===== config.mk =====
export PLATFORM = sky130hd
export DESIGN_NAME = fifo_uart_tx_flat
export DESIGN_NICKNAME = d
export VERILOG_FILES = /design/src/rtl/fifo_uart_tx_pkg.sv /design/src/rtl/fifo_uart_tx_if.sv /design/src/rtl/fifo_uart_tx_baud_tick.sv /design/src/rtl/fifo_uart_tx.sv /design/src/flat_wrapper.sv
export SDC_FILE = /design/constraint.sdc
export NUM_CORES = 1
export LEC_CHECK = 0
export CAP_MARGIN = 20
export CORE_UTILIZATION = 35
export CTS_CLUSTER_DIAMETER = 120
export DETAILED_ROUTE_END_ITERATION = 8
export HOLD_SLACK_MARGIN = 0.12
export SYNTH_ARGS = -nofsm -noshare
export SYNTH_HDL_FRONTEND = slang
export SYNTH_SLANG_ARGS = --single-unit

===== constraint.sdc =====
create_clock -name clk -period 2.9 [get_ports clk]
set_input_delay 0.29 -clock clk [delete_from_list [all_inputs] [get_ports clk]]
set_output_delay 0.29 -clock clk [all_outputs]
set_load 0.05 [all_outputs]

===== src/rtl/fifo_uart_tx_pkg.sv =====
// fifo_uart_pkg: shared types and constants for the FIFO-fed UART transmitter.
//   tx_state_t   - transmitter FSM encoding (PARITY is only reached when the
//                  FIFO_UART_TX_PARITY_EN build option is defined)
//   *_DEFAULT    - default CLK_DIV / STOP_BITS
//   frame_cycles - clk cycles per complete frame for a given configuration
package fifo_uart_pkg;

   typedef enum logic [2:0] {IDLE, START, DATA, PARITY, STOP} tx_state_t;

   localparam int CLK_DIV_DEFAULT   = 16;
   localparam int STOP_BITS_DEFAULT = 1;

   function automatic int frame_cycles(input int bits, input int clk_div,
                                       input int stop_bits, input bit parity);
      return (1 + bits + (parity ? 1 : 0) + stop_bits) * clk_div;
   endfunction

endpackage


===== src/rtl/fifo_uart_tx_if.sv =====
// fifo_uart_tx_if: read side of the zero-latency look-ahead FIFO.
//   fifo_not_empty - FIFO holds a word (may be combinational from its write)
//   fifo_data      - look-ahead word, valid while fifo_not_empty is high
//   fifo_shift_out - one-cycle pop strobe from the reader
// Handshake: a word transfers in every cycle where fifo_not_empty and
// fifo_shift_out are both high at the rising edge; the reader never raises
// fifo_shift_out unless fifo_not_empty is high in that same cycle.
// Modports: master = FIFO side, slave = reader side.
interface fifo_uart_tx_if #(parameter int bits = 8);

   logic            fifo_not_empty;
   logic [bits-1:0] fifo_data;
   logic            fifo_shift_out;

   modport master (output fifo_not_empty, output fifo_data, input fifo_shift_out);
   modport slave  (input fifo_not_empty, input fifo_data, output fifo_shift_out);

endinterface


===== src/rtl/fifo_uart_tx_baud_tick.sv =====
// uart_baud_tick: free-running divide-by-CLK_DIV counter.
//   clk, reset - system clock, async active-high reset
//   restart    - synchronous: counter is 0 in the next cycle
//   tick       - high in the last cycle of each CLK_DIV-cycle period
module uart_baud_tick #(
   parameter int CLK_DIV = 16
) (
   input  logic clk,
   input  logic reset,
   input  logic restart,
   output logic tick
);

   localparam int            CW   = (CLK_DIV > 1) ? $clog2(CLK_DIV) : 1;
   localparam logic [CW-1:0] LAST = CW'(CLK_DIV - 1);

   logic [CW-1:0] cnt_q, cnt_d;

   always_comb begin
      cnt_d = cnt_q + CW'(1);
      if (restart || (cnt_q == LAST)) cnt_d = '0;
   end

   always_ff @(posedge clk or posedge reset) begin
      if (reset) cnt_q <= '0;
      else       cnt_q <= cnt_d;
   end

   assign tick = (cnt_q == LAST);

endmodule


===== src/rtl/fifo_uart_tx.sv =====
// fifo_uart_tx: drains a zero-latency look-ahead FIFO onto a UART line.
//   clk, reset - system clock, async active-high reset
//   fifo       - FIFO read side (slave modport of fifo_uart_tx_if)
//   txd        - registered serial output, idle high
//   busy       - high from the pop cycle through the last stop-bit cycle
//   tx_done    - one-cycle pulse in the cycle after the last stop-bit cycle
//   dbg_state  - current FSM state
// Build option FIFO_UART_TX_PARITY_EN adds an even-parity bit after the data.
module fifo_uart_tx
   import fifo_uart_pkg::*;
#(
   parameter int bits      = 8,
   parameter int CLK_DIV   = CLK_DIV_DEFAULT,
   parameter int STOP_BITS = STOP_BITS_DEFAULT
) (
   input  logic             clk,
   input  logic             reset,
   fifo_uart_tx_if.slave    fifo,
   output logic             txd,
   output logic             busy,
   output logic             tx_done,
   output tx_state_t        dbg_state
);

   localparam int            BW        = (bits > 1) ? $clog2(bits) : 1;
   localparam logic [BW-1:0] LAST_BIT  = BW'(bits - 1);
   localparam logic [BW-1:0] LAST_STOP = BW'(STOP_BITS - 1);

   tx_state_t       state_q, state_d;
   logic [bits-1:0] shreg_q, shreg_d;
   logic [BW-1:0]   bit_cnt_q, bit_cnt_d;
   logic            txd_q, txd_d;
   logic            tx_done_q, tx_done_d;
   logic            pop, tick, restart;
`ifdef FIFO_UART_TX_PARITY_EN
   logic            parity_q, parity_d;
`endif

   // Every state change restarts the bit period so each period is exactly
   // CLK_DIV cycles regardless of where the free-running count was.
   assign restart = (state_d != state_q);

   uart_baud_tick #(.CLK_DIV(CLK_DIV)) u_baud (
      .clk     (clk),
      .reset   (reset),
      .restart (restart),
      .tick    (tick)
   );

   always_comb begin
      pop       = (state_q == IDLE) && fifo.fifo_not_empty && !reset;
      state_d   = state_q;
      shreg_d   = shreg_q;
      bit_cnt_d = bit_cnt_q;
      tx_done_d = 1'b0;
      case (state_q)
         IDLE: begin
            if (pop) begin
               state_d = START;
               shreg_d = fifo.fifo_data;
            end
         end
         START: if (tick) state_d = DATA;
         DATA: begin
            if (tick) begin
               shreg_d = shreg_q >> 1;
               if (bit_cnt_q == LAST_BIT) begin
`ifdef FIFO_UART_TX_PARITY_EN
                  state_d = PARITY;
`else
                  state_d = STOP;
`endif
               end else begin
                  bit_cnt_d = bit_cnt_q + BW'(1);
               end
            end
         end
`ifdef FIFO_UART_TX_PARITY_EN
         PARITY: if (tick) state_d = STOP;
`endif
         STOP: begin
            if (tick) begin
               if (bit_cnt_q == LAST_STOP) begin
                  state_d   = IDLE;
                  tx_done_d = 1'b1;
               end else begin
                  bit_cnt_d = bit_cnt_q + BW'(1);
               end
            end
         end
         default: state_d = IDLE;
      endcase
      // The bit counter is shared by DATA and STOP; each starts counting at 0.
      if (state_d != state_q) bit_cnt_d = '0;
   end

`ifdef FIFO_UART_TX_PARITY_EN
   // Parity is taken from the look-ahead word at pop time.
   always_comb begin
      parity_d = parity_q;
      if (pop) parity_d = ^fifo.fifo_data;
   end

   always_ff @(posedge clk or posedge reset) begin
      if (reset) parity_q <= 1'b0;
      else       parity_q <= parity_d;
   end
`endif

   // txd is decoded from the next state so the registered line lines up
   // exactly with state_q (first start-bit cycle is the cycle after the pop).
   always_comb begin
      txd_d = 1'b1;
      case (state_d)
         START:  txd_d = 1'b0;
         DATA:   txd_d = shreg_d[0];
`ifdef FIFO_UART_TX_PARITY_EN
         PARITY: txd_d = parity_d;
`endif
         default: txd_d = 1'b1;
      endcase
   end

   always_ff @(posedge clk or posedge reset) begin
      if (reset) begin
         state_q   <= IDLE;
         shreg_q   <= '0;
         bit_cnt_q <= '0;
         txd_q     <= 1'b1;
         tx_done_q <= 1'b0;
      end else begin
         state_q   <= state_d;
         shreg_q   <= shreg_d;
         bit_cnt_q <= bit_cnt_d;
         txd_q     <= txd_d;
         tx_done_q <= tx_done_d;
      end
   end

   assign fifo.fifo_shift_out = pop;
   assign txd                 = txd_q;
   assign tx_done             = tx_done_q;
   assign busy                = (state_q != IDLE) || pop;
   assign dbg_state           = state_q;

endmodule


===== src/flat_wrapper.sv =====
// flat-port wrapper written by rule: the top's interface ports become plain ports
module fifo_uart_tx_flat import fifo_uart_pkg::*;
#(
   parameter int bits      = 8,
   parameter int CLK_DIV   = CLK_DIV_DEFAULT,
   parameter int STOP_BITS = STOP_BITS_DEFAULT
)
  (clk, reset, txd, busy, tx_done, dbg_state, fifo_fifo_not_empty, fifo_fifo_data, fifo_fifo_shift_out);
  fifo_uart_tx_if #(.bits(bits)) fifo_i ();
  input  logic clk;
  input  logic reset;
  output logic txd;
  output logic busy;
  output logic tx_done;
  output tx_state_t dbg_state;
  input wire logic [$bits(fifo_i.fifo_not_empty)-1:0] fifo_fifo_not_empty;
  input wire logic [$bits(fifo_i.fifo_data)-1:0] fifo_fifo_data;
  output wire logic [$bits(fifo_i.fifo_shift_out)-1:0] fifo_fifo_shift_out;
  assign fifo_i.fifo_not_empty = fifo_fifo_not_empty;
  assign fifo_i.fifo_data = fifo_fifo_data;
  assign fifo_fifo_shift_out = fifo_i.fifo_shift_out;
  fifo_uart_tx #(.bits(bits), .CLK_DIV(CLK_DIV), .STOP_BITS(STOP_BITS)) u_core (.clk(clk), .reset(reset), .fifo(fifo_i), .txd(txd), .busy(busy), .tx_done(tx_done), .dbg_state(dbg_state));
endmodule

==> impl_metrics.env, run 1 <==
export IMPL_status="complete, but fails checks"
export IMPL_violations="DRC"
export IMPL_p_total_uw=528
export IMPL_grt_usage_pct=15.1
export IMPL_p_int_uw=431
export IMPL_netlist_area_um2=1050
export IMPL_postRouteWirelength_um=2090
export IMPL_synth_distinct_cells=33
export IMPL_min_path_type="in -> async"
export IMPL_fin_setup_tns_ns=0
export IMPL_drt_iter0_drc=26
export IMPL_cts_buffers=3
export IMPL_crit_type="reg -> out"
export IMPL_power_share_switching_pct=18.3
export IMPL_end_kind="primary output"
export IMPL_antenna_found_initial=0
export IMPL_yosys_warnings=0
export IMPL_worst_setup_path_start_kind="register"
export IMPL_diodes=0
export IMPL_dieArea_um2=3220
export IMPL_cts_buffer_depth=2
export IMPL_power_frac_clock_pct=43.2
export IMPL_p_comb_share_pct=4.0
export IMPL_leakagePower_uw=0.000574
export IMPL_via_per_inst=5.24
export IMPL_required_ns=2.61
export IMPL_final_cell_area_um2=1290
export IMPL_grt_pass1_wl_um=3780
export IMPL_synth_cells=111
export IMPL_syn_avg_cell_area_um2=9.45
export IMPL_maxCapViolCount=0
export IMPL_timing_fmax_ghz=0.443
export IMPL_final_max_slew_viol_count=0
export IMPL_hpwlAfterDp_um=1460
export IMPL_crit_path_max_fanout=11
export IMPL_postCtsSetupBuffers=0
export IMPL_holdWs_ns=0.457
export IMPL_cts_hold_buffers=0
export IMPL_worstPathArrival_ns=1.97
export IMPL_p_seq_share_pct=52.8
export IMPL_grt_pass1_vias=835
export IMPL_ant_nets=0
export IMPL_clk_pin_slew_ns=0.12
export IMPL_post_route_cells_drive_above_1_share_pct=8.53
export IMPL_final_cell_mix="19 x dfrtp_1, 16 x clkdlybuf4s50_1, 13 x nand2_1, 12 x inv_1, 10 x nor2_1"
export IMPL_synth_fp_nets=126
export IMPL_layout_area_overhead_vs_synth_pct=23.0
export IMPL_grt_ovfl_total=0
export IMPL_wl_per_cell_um=13.1
export IMPL_slew_headroom_pct=49.0
export IMPL_synth_seq_area_share_pct=47.9
export IMPL_initial_utilization_pct=37.4
export IMPL_finClkSkew_ns=0.0127
export IMPL_clk_latency_ns=0.30
export IMPL_drtPass1Iterations=6
export IMPL_p_sw_uw=96.8
export IMPL_cts_tree="built"
export IMPL_grt_setup_unrepaired="no"
export IMPL_p_per_area_nw_per_um2=409
export IMPL_placed_area_um2=1240
export IMPL_place_gp_congestion=0.717
export IMPL_final_common_cell="dfrtp_1"
export IMPL_finalHoldViolations=0
export IMPL_die_w_um=56.7
export IMPL_min_period_ns=2.26
export IMPL_grt_max_degree=21
export IMPL_port_buffers=17
export IMPL_core_area_um2=2810
export IMPL_root_buffer="clkbuf_4"
export IMPL_peakVddDrop_uv=211
export IMPL_ys_ff_latch=20
export IMPL_num_vias=839
export IMPL_tightest_slew_ns=0.765
export IMPL_die_h_um=56.7
export IMPL_cts_sinks=20
export IMPL_post_cts_resized=0
export IMPL_io_pins=18
export IMPL_setup_violations_final=0
export IMPL_htreeDepth=1
export IMPL_drc=2
export IMPL_timing_final_crit_share_pct=77.9
export IMPL_num_rows=19
export IMPL_nNetsFinal=145
[Yosys cell counts]
cell / number / area share (%)
buf_6: 1 / 1.1
a31oi_1: 3 / 1.8
buf_2: 2 / 0.95
nand4_1: 2 / 1.2
inv_1: 12 / 4.3
a21oi_2: 1 / 0.84
a311oi_1: 1 / 0.84
nand2_1: 13 / 4.7
a211o_1: 1 / 0.84
nand3_1: 2 / 0.95
nor2_1: 10 / 3.6
a21o_1: 2 / 1.4
nand4b_1: 1 / 0.84
or3b_2: 1 / 0.84
nor3_1: 2 / 0.95
o22ai_1: 1 / 0.60
dfstp_2: 1 / 2.5
nor4_1: 1 / 0.60
o21ai_0: 3 / 1.4
a21oi_1: 6 / 2.9
or3b_1: 2 / 1.7
nor3b_1: 1 / 0.72
dfrtp_1: 19 / 45
nand3b_1: 1 / 0.72
nor2b_1: 1 / 0.60
nand2b_1: 4 / 2.4
a21boi_2: 1 / 1.1
clkbuf_1: 1 / 0.36
ha_1: 4 / 4.8
o221ai_1: 7 / 5.8
xnor2_1: 2 / 1.7
nor4_2: 1 / 1.2
and3_1: 1 / 0.60
[state kept, by name (all words and copies together), names as in the netlist]
signal and cells:
u_core.bit_cnt_q 3, u_core.dbg_state 3, u_core.shreg_q 8, u_core.tx_done 1, u_core.txd 1, u_core.u_baud.cnt_q 4
[metrics by stage]
step	worst slack, ns	std cells	util [%]
global placement	0.806	156	44.1
detailed placement	0.765	156	44.1
floorplan	0.417	111	-
global route	0.519	160	46.0
finish	0.642	160	46.0
CTS	0.638	160	46.0
[critical path: stages, from the launching register on]
cell and delay (ns):
dfrtp_1 0.52, nor2_1 0.30, nand3b_1 0.12, clkdlybuf4s50_1 0.71
[routing by layer]
metal  share of wire (%)  GRT usage [%]  up-vias
met2                  42           21.9       17
met4                0.72           6.27        0
li1                    -              -      427
met3                 4.9           2.76        2
met5                   0              0        -
met1                  53           21.8      393
[cell families (layout without fill, tap and decap cells)]
logic type,Yosys count,in the layout,synth area share (%)
AND/OR/NAND/NOR,43,43,21.5
AO/OA/AOI/OAI,26,26,17.5
buffers and inverters,16,34,6.68
flip-flops,20,20,47.9
adder cells (fa/ha/maj),4,4,4.77
XOR/XNOR,2,2,1.67
[power groups by stage]
stage          clock, µW  combinational (µW)  sequential [µW]
6_report             228                20.9              279
3_5_place_dp           0                21.4              284
4_1_cts              237                21.6              279
2_1_floorplan          0                5.60              284
3_3_place_gp           0                21.2              284
5_1_grt              248                23.4              279
[layout make-up]
class	instances	area, µm²
Clock buffer	3	22.5
Sequential cell	20	502
Multi-Input combinational cell	75	477
Inverter	12	45.0
Fill cell	285	1520
Tap cell	31	38.8
Timing Repair Buffer	18	175
Clock inverter	1	30.0
[path summary, 6_finish.rpt]
check                                                 start                                to  slack [ns]  cells after the start
setup / recovery              u_core.dbg_state[0]$_DFF_PP0_                              busy        0.64                      3
hold / removal                                        reset       u_core.shreg_q[0]$_DFF_PP0_        0.46                      2
setup reg to reg            u_core.bit_cnt_q[0]$_DFFE_PP0P_   u_core.bit_cnt_q[2]$_DFFE_PP0P_        0.80                      6
hold reg to reg            u_core.u_baud.cnt_q[0]$_DFF_PP0_  u_core.u_baud.cnt_q[0]$_DFF_PP0_        0.51                      1
max in group asynchronous                             reset     u_core.shreg_q[2]$_DFFE_PP0P_        1.95                      2
min in group clk           u_core.u_baud.cnt_q[0]$_DFF_PP0_  u_core.u_baud.cnt_q[0]$_DFF_PP0_        0.51                      1
No activity file was read; power rests on OpenSTA's default activity.
==> inputs of run 2 (changes only) <==
- clock period: 2.9 -> 2.3 ns (I/O delays scaled with it)
==> run 2 against run 1 <==
Effect of this change: the flow still finishes with violations (DRC); clock skew fell by 0.0024 ns; highest routed layer unchanged; via count rose by 3.1%; routed wire length rose by 8.7%; largest power group unchanged.
==> impl_metrics.env, run 2 (synthesis gave the netlist of run 1 again) <==
export IMPL_status="complete, but fails checks"
export IMPL_violations="DRC"
export IMPL_peakVddDrop_uv=378
export IMPL_hpwlAfterDp_um=1570
export IMPL_min_period_ns=2.11
export IMPL_diodes=0
export IMPL_worstPathArrival_ns=2.35
export IMPL_layout_area_overhead_vs_synth_pct=25.5
export IMPL_ant_nets=0
export IMPL_drt_iter0_drc=27
export IMPL_via_per_inst=5.37
export IMPL_die_h_um=56.7
export IMPL_p_sw_uw=128
export IMPL_power_share_switching_pct=19.1
export IMPL_grt_usage_pct=15.5
export IMPL_num_vias=865
export IMPL_wl_met3_um=85
export IMPL_postCtsSetupBuffers=0
export IMPL_num_rows=19
export IMPL_cts_buffer_depth=2
export IMPL_worst_setup_path_start_kind="register"
export IMPL_post_cts_resized=0
export IMPL_place_gp_congestion=0.801
export IMPL_leakagePower_uw=0.000580
export IMPL_finClkSkew_ns=0.0104
export IMPL_io_pins=18
export IMPL_slew_headroom_pct=49.6
export IMPL_final_cell_mix="19 x dfrtp_1, 15 x clkdlybuf4s50_1, 13 x nand2_1, 12 x inv_1, 10 x nor2_1"
export IMPL_antenna_found_initial=0
export IMPL_cts_hold_buffers=0
export IMPL_maxCapViolCount=0
export IMPL_grt_pass1_wl_um=3840
export IMPL_top_layer="met4"
export IMPL_cts_tree="built"
export IMPL_crit_type="reg -> reg"
export IMPL_finalHoldViolations=0
export IMPL_p_comb_share_pct=4.0
export IMPL_root_buffer="clkbuf_4"
export IMPL_drtPass1Iterations=6
export IMPL_min_path_type="in -> async"
export IMPL_timing_fmax_ghz=0.475
export IMPL_crit_path_max_fanout=4
export IMPL_wl_met2_um=1090
export IMPL_wl_per_cell_um=14.1
export IMPL_postRouteWirelength_um=2270
export IMPL_port_buffers=17
export IMPL_clk_pin_slew_ns=0.13
export IMPL_setup_violations_final=0
export IMPL_required_ns=2.54
export IMPL_dieArea_um2=3220
export IMPL_fin_setup_tns_ns=0
export IMPL_largest_reg_flops=8
export IMPL_p_seq_share_pct=52.4
export IMPL_power_frac_clock_pct=43.7
export IMPL_core_area_um2=2810
export IMPL_grt_ovfl_total=0
export IMPL_die_w_um=56.7
export IMPL_p_per_area_nw_per_um2=510
export IMPL_p_int_uw=544
export IMPL_placed_area_um2=1260
export IMPL_grt_setup_unrepaired="no"
export IMPL_initial_utilization_pct=37.4
export IMPL_tightest_slew_ns=0.755
export IMPL_grt_pass1_vias=845
export IMPL_grt_max_degree=21
export IMPL_final_common_cell="dfrtp_1"
export IMPL_final_max_slew_viol_count=0
export IMPL_drc=2
export IMPL_nNetsFinal=146
export IMPL_clk_latency_ns=0.31
export IMPL_final_cell_area_um2=1320
export IMPL_met1Wirelength_um=1080
export IMPL_post_route_cells_drive_above_1_share_pct=10.0
export IMPL_timing_final_crit_share_pct=91.6
export IMPL_max_flop_register="u_core.shreg_q"
export IMPL_htreeDepth=1
export IMPL_end_kind="register"
export IMPL_cts_sinks=20
export IMPL_largestRegisters="u_core.shreg_q x8, u_core.u_baud.cnt_q x4"
export IMPL_cts_buffers=3
run 2: cell types whose count changed in the layout (fill, tap and decap cells not counted):
cell             change
buf_4                +1
clkdlybuf4s50_1      -1
nor4_2               -1
nor4_4               +1
buf_12               +1
run 2: worst paths after layout:
path,startpoint,to,slack (ns),cells after the start
max,u_core.bit_cnt_q[0]$_DFFE_PP0P_,u_core.bit_cnt_q[2]$_DFFE_PP0P_,0.19,6
min,reset,u_core.shreg_q[0]$_DFF_PP0_,0.38,2
max reg2reg,u_core.bit_cnt_q[0]$_DFFE_PP0P_,u_core.bit_cnt_q[2]$_DFFE_PP0P_,0.19,6
min reg2reg,u_core.u_baud.cnt_q[0]$_DFF_PP0_,u_core.u_baud.cnt_q[0]$_DFF_PP0_,0.51,1
max in group asynchronous,reset,u_core.bit_cnt_q[1]$_DFFE_PP0P_,1.44,2
min in group clk,fifo_fifo_data[7],u_core.shreg_q[7]$_DFFE_PP0P_,0.49,3
run 2: metal layers:
metal	vias up	global-route usage (%)
met1	419	19.4
met3	2	4.15
met5	-	0
li1	427	-
met2	17	27.4
met4	0	2.09
run 2: layout make-up:
class                           instances  area [µm²]
Multi-Input combinational cell         75         485
Clock buffer                            3        22.5
Sequential cell                        20         502
Clock inverter                          1        30.0
Tap cell                               31        38.8
Fill cell                             287        1490
Inverter                               12        45.0
Timing Repair Buffer                   19         193
run 2: metrics by stage:
step	hold WS (ns)	setup slack (ns)	util (%)	power (µW)	std cells
final	0.380	0.193	46.9	672	161
after global routing	0.459	0.0934	46.9	693	161
after CTS	0.411	0.193	46.9	679	161
after detailed placement	0.494	0.240	45.0	386	157
after global placement	0.483	0.274	45.0	385	157
after floorplan	0.193	0.270	-	366	111
run 2: power groups by stage:
| stage | Combinational, µW | Clock (µW) | Sequential [µW] |
|---|---|---|---|
| detailed placement | 27.2 | 0 | 358 |
| finish | 26.7 | 293 | 352 |
| global placement | 26.9 | 0 | 358 |
| CTS | 27.4 | 299 | 352 |
| floorplan | 7.37 | 0 | 358 |
| global route | 29.6 | 311 | 352 |
run 2: critical path, stage by stage, from the launching register on:
cell,delay [ns]
dfrtp_1,0.43
ha_1,0.21
ha_1,0.22
or3b_1,0.37
a211o_1,0.31
or3b_1,0.38
a21oi_2,0.14
==> inputs of run 3 (changes only) <==
- PLACE_DENSITY_LB_ADDON: default -> 0.3
==> run 3 against run 2 <==
Effect of this change: the flow still finishes with violations (DRC); sequential share of layout area is 0.78 points higher; clock power is 41% lower; cell area is 2.0% lower; worst setup slack better by 0.0058 ns; critical endpoint is now dbg_state[1].
==> impl_metrics.env, run 3 (synthesis gave the netlist of run 1 again) <==
export IMPL_status="complete, but fails checks"
export IMPL_violations="DRC"
export IMPL_drtPass1Iterations=6
export IMPL_worst_slack_ns=0.198
export IMPL_final_max_slew_viol_count=0
export IMPL_finalHoldViolations=0
export IMPL_postCtsSetupBuffers=0
export IMPL_leakagePower_uw=0.000568
export IMPL_via_per_inst=5.19
export IMPL_final_common_cell="dfrtp_1"
export IMPL_peakVddDrop_uv=181
export IMPL_fillers=283
export IMPL_r2r_slack_ns=0.22
export IMPL_num_vias=836
export IMPL_num_rows=19
export IMPL_crit_path_max_fanout=16
export IMPL_crit_start="u_core.dbg_state[1]$_DFF_PP0_"
export IMPL_fin_setup_tns_ns=0
export IMPL_crit_buf_inv=1
export IMPL_grt_max_degree=21
export IMPL_cts_buffers=3
export IMPL_grt_usage_pct=14.8
export IMPL_diodes=0
export IMPL_drc=2
export IMPL_cts_hold_buffers=0
export IMPL_antenna_found_initial=0
export IMPL_initial_utilization_pct=37.4
export IMPL_post_cts_resized=0
export IMPL_timing_final_crit_share_pct=91.4
export IMPL_r2r_end="u_core.bit_cnt_q[2]$_DFFE_PP0P_"
export IMPL_slowest_delay_ns=0.90
export IMPL_postRouteWirelength_um=2100
export IMPL_min_path_type="in -> async"
export IMPL_p_per_area_nw_per_um2=428
export IMPL_root_buffer="clkbuf_4"
export IMPL_wl_per_cell_um=13.0
export IMPL_setup_violations_final=0
export IMPL_place_ws_ns=0.243
export IMPL_worstPathArrival_ns=1.87
export IMPL_die_h_um=56.7
export IMPL_grt_pass1_wl_um=3620
export IMPL_nNetsFinal=146
export IMPL_stdcell_count=161
export IMPL_layout_area_overhead_vs_synth_pct=23.0
export IMPL_grt_ovfl_total=0
export IMPL_grt_setup_unrepaired="no"
export IMPL_port_buffers=17
export IMPL_min_period_ns=2.10
export IMPL_placed_area_um2=1260
export IMPL_place_gp_congestion=0.777
export IMPL_worst_setup_path_start_kind="register"
export IMPL_clk_pin_slew_ns=0.11
export IMPL_max_flop_register="u_core.shreg_q"
export IMPL_seq_area_um2=502
export IMPL_cts_buffer_depth=2
export IMPL_largestRegisters="u_core.shreg_q x8, u_core.u_baud.cnt_q x4"
export IMPL_final_cell_mix="19 x dfrtp_1, 15 x clkdlybuf4s50_1, 13 x nand2_1, 12 x inv_1, 10 x nor2_1"
export IMPL_cts_tree="built"
export IMPL_core_area_um2=2810
export IMPL_crit_family="buffers and inverters"
export IMPL_endpoint="dbg_state[1]"
export IMPL_drt_iter0_drc=25
export IMPL_cp_num_cells=1
export IMPL_timing_fmax_ghz=0.476
export IMPL_die_w_um=56.7
export IMPL_finClkSkew_ns=0.00608
export IMPL_grt_pass1_vias=813
export IMPL_crit_type="reg -> out"
export IMPL_rr_worst_depth=6
export IMPL_path_cells="clkdlybuf4s50_1"
export IMPL_slowest_stage="clkdlybuf4s50_1"
export IMPL_multi_input_area_um2=485
export IMPL_io_pins=18
export IMPL_clk_latency_ns=0.30
export IMPL_ant_nets=0
export IMPL_tightest_slew_ns=0.781
export IMPL_hpwlAfterDp_um=1520
export IMPL_htreeDepth=1
export IMPL_dp_cells=157
export IMPL_dieArea_um2=3220
export IMPL_rr_startpoint="u_core.bit_cnt_q[0]$_DFFE_PP0P_"
export IMPL_post_route_cells_drive_above_1_share_pct=9.23
export IMPL_maxCapViolCount=0
export IMPL_end_kind="primary output"
export IMPL_final_cell_area_um2=1290
export IMPL_cts_sinks=20
export IMPL_required_ns=2.07
export IMPL_slew_headroom_pct=47.8
export IMPL_largest_reg_flops=8
## run 3: per-layer routing
layer,routed length (µm),track usage (%)
met2,905,22.8
met5,0,0
met4,53,8.36
met1,1060,19.4
met3,78,2.76
## run 3: cell type report
class / instances / area share [%]
flip-flops and latches: 20 / 38.9
multi-input cells: 75 / 37.6
repair buffers: 19 / 14.9
inverters: 12 / 3.49
well taps: 31 / 3.01
clock buffers: 4 / 2.04
## run 3: how the worst min path moves through the flow
stage               slack [ns]  cells past startpoint                               end
floorplan                 0.19                      1   u_core.bit_cnt_q[0]$_DFFE_PP0P_
global placement          0.48                      1  u_core.u_baud.cnt_q[0]$_DFF_PP0_
detailed placement        0.51                      1  u_core.u_baud.cnt_q[0]$_DFF_PP0_
CTS                       0.43                      2       u_core.shreg_q[0]$_DFF_PP0_
global route              0.47                      2       u_core.shreg_q[0]$_DFF_PP0_
finish                    0.42                      2       u_core.shreg_q[0]$_DFF_PP0_
## run 3: through the flow
step | util (%) | hold slack (ns) | total power (µW)
floorplan | - | 0.193 | 366
global placement | 45.0 | 0.483 | 385
detailed placement | 45.0 | 0.507 | 386
CTS | 46.0 | 0.431 | 563
global route | 46.0 | 0.468 | 577
finish | 46.0 | 0.416 | 553
## run 3: report_power, final
group,switching (µW),internal (µW)
sequential,0,352
clock,106,67.7
combinational,11.0,15.9
total,117,435
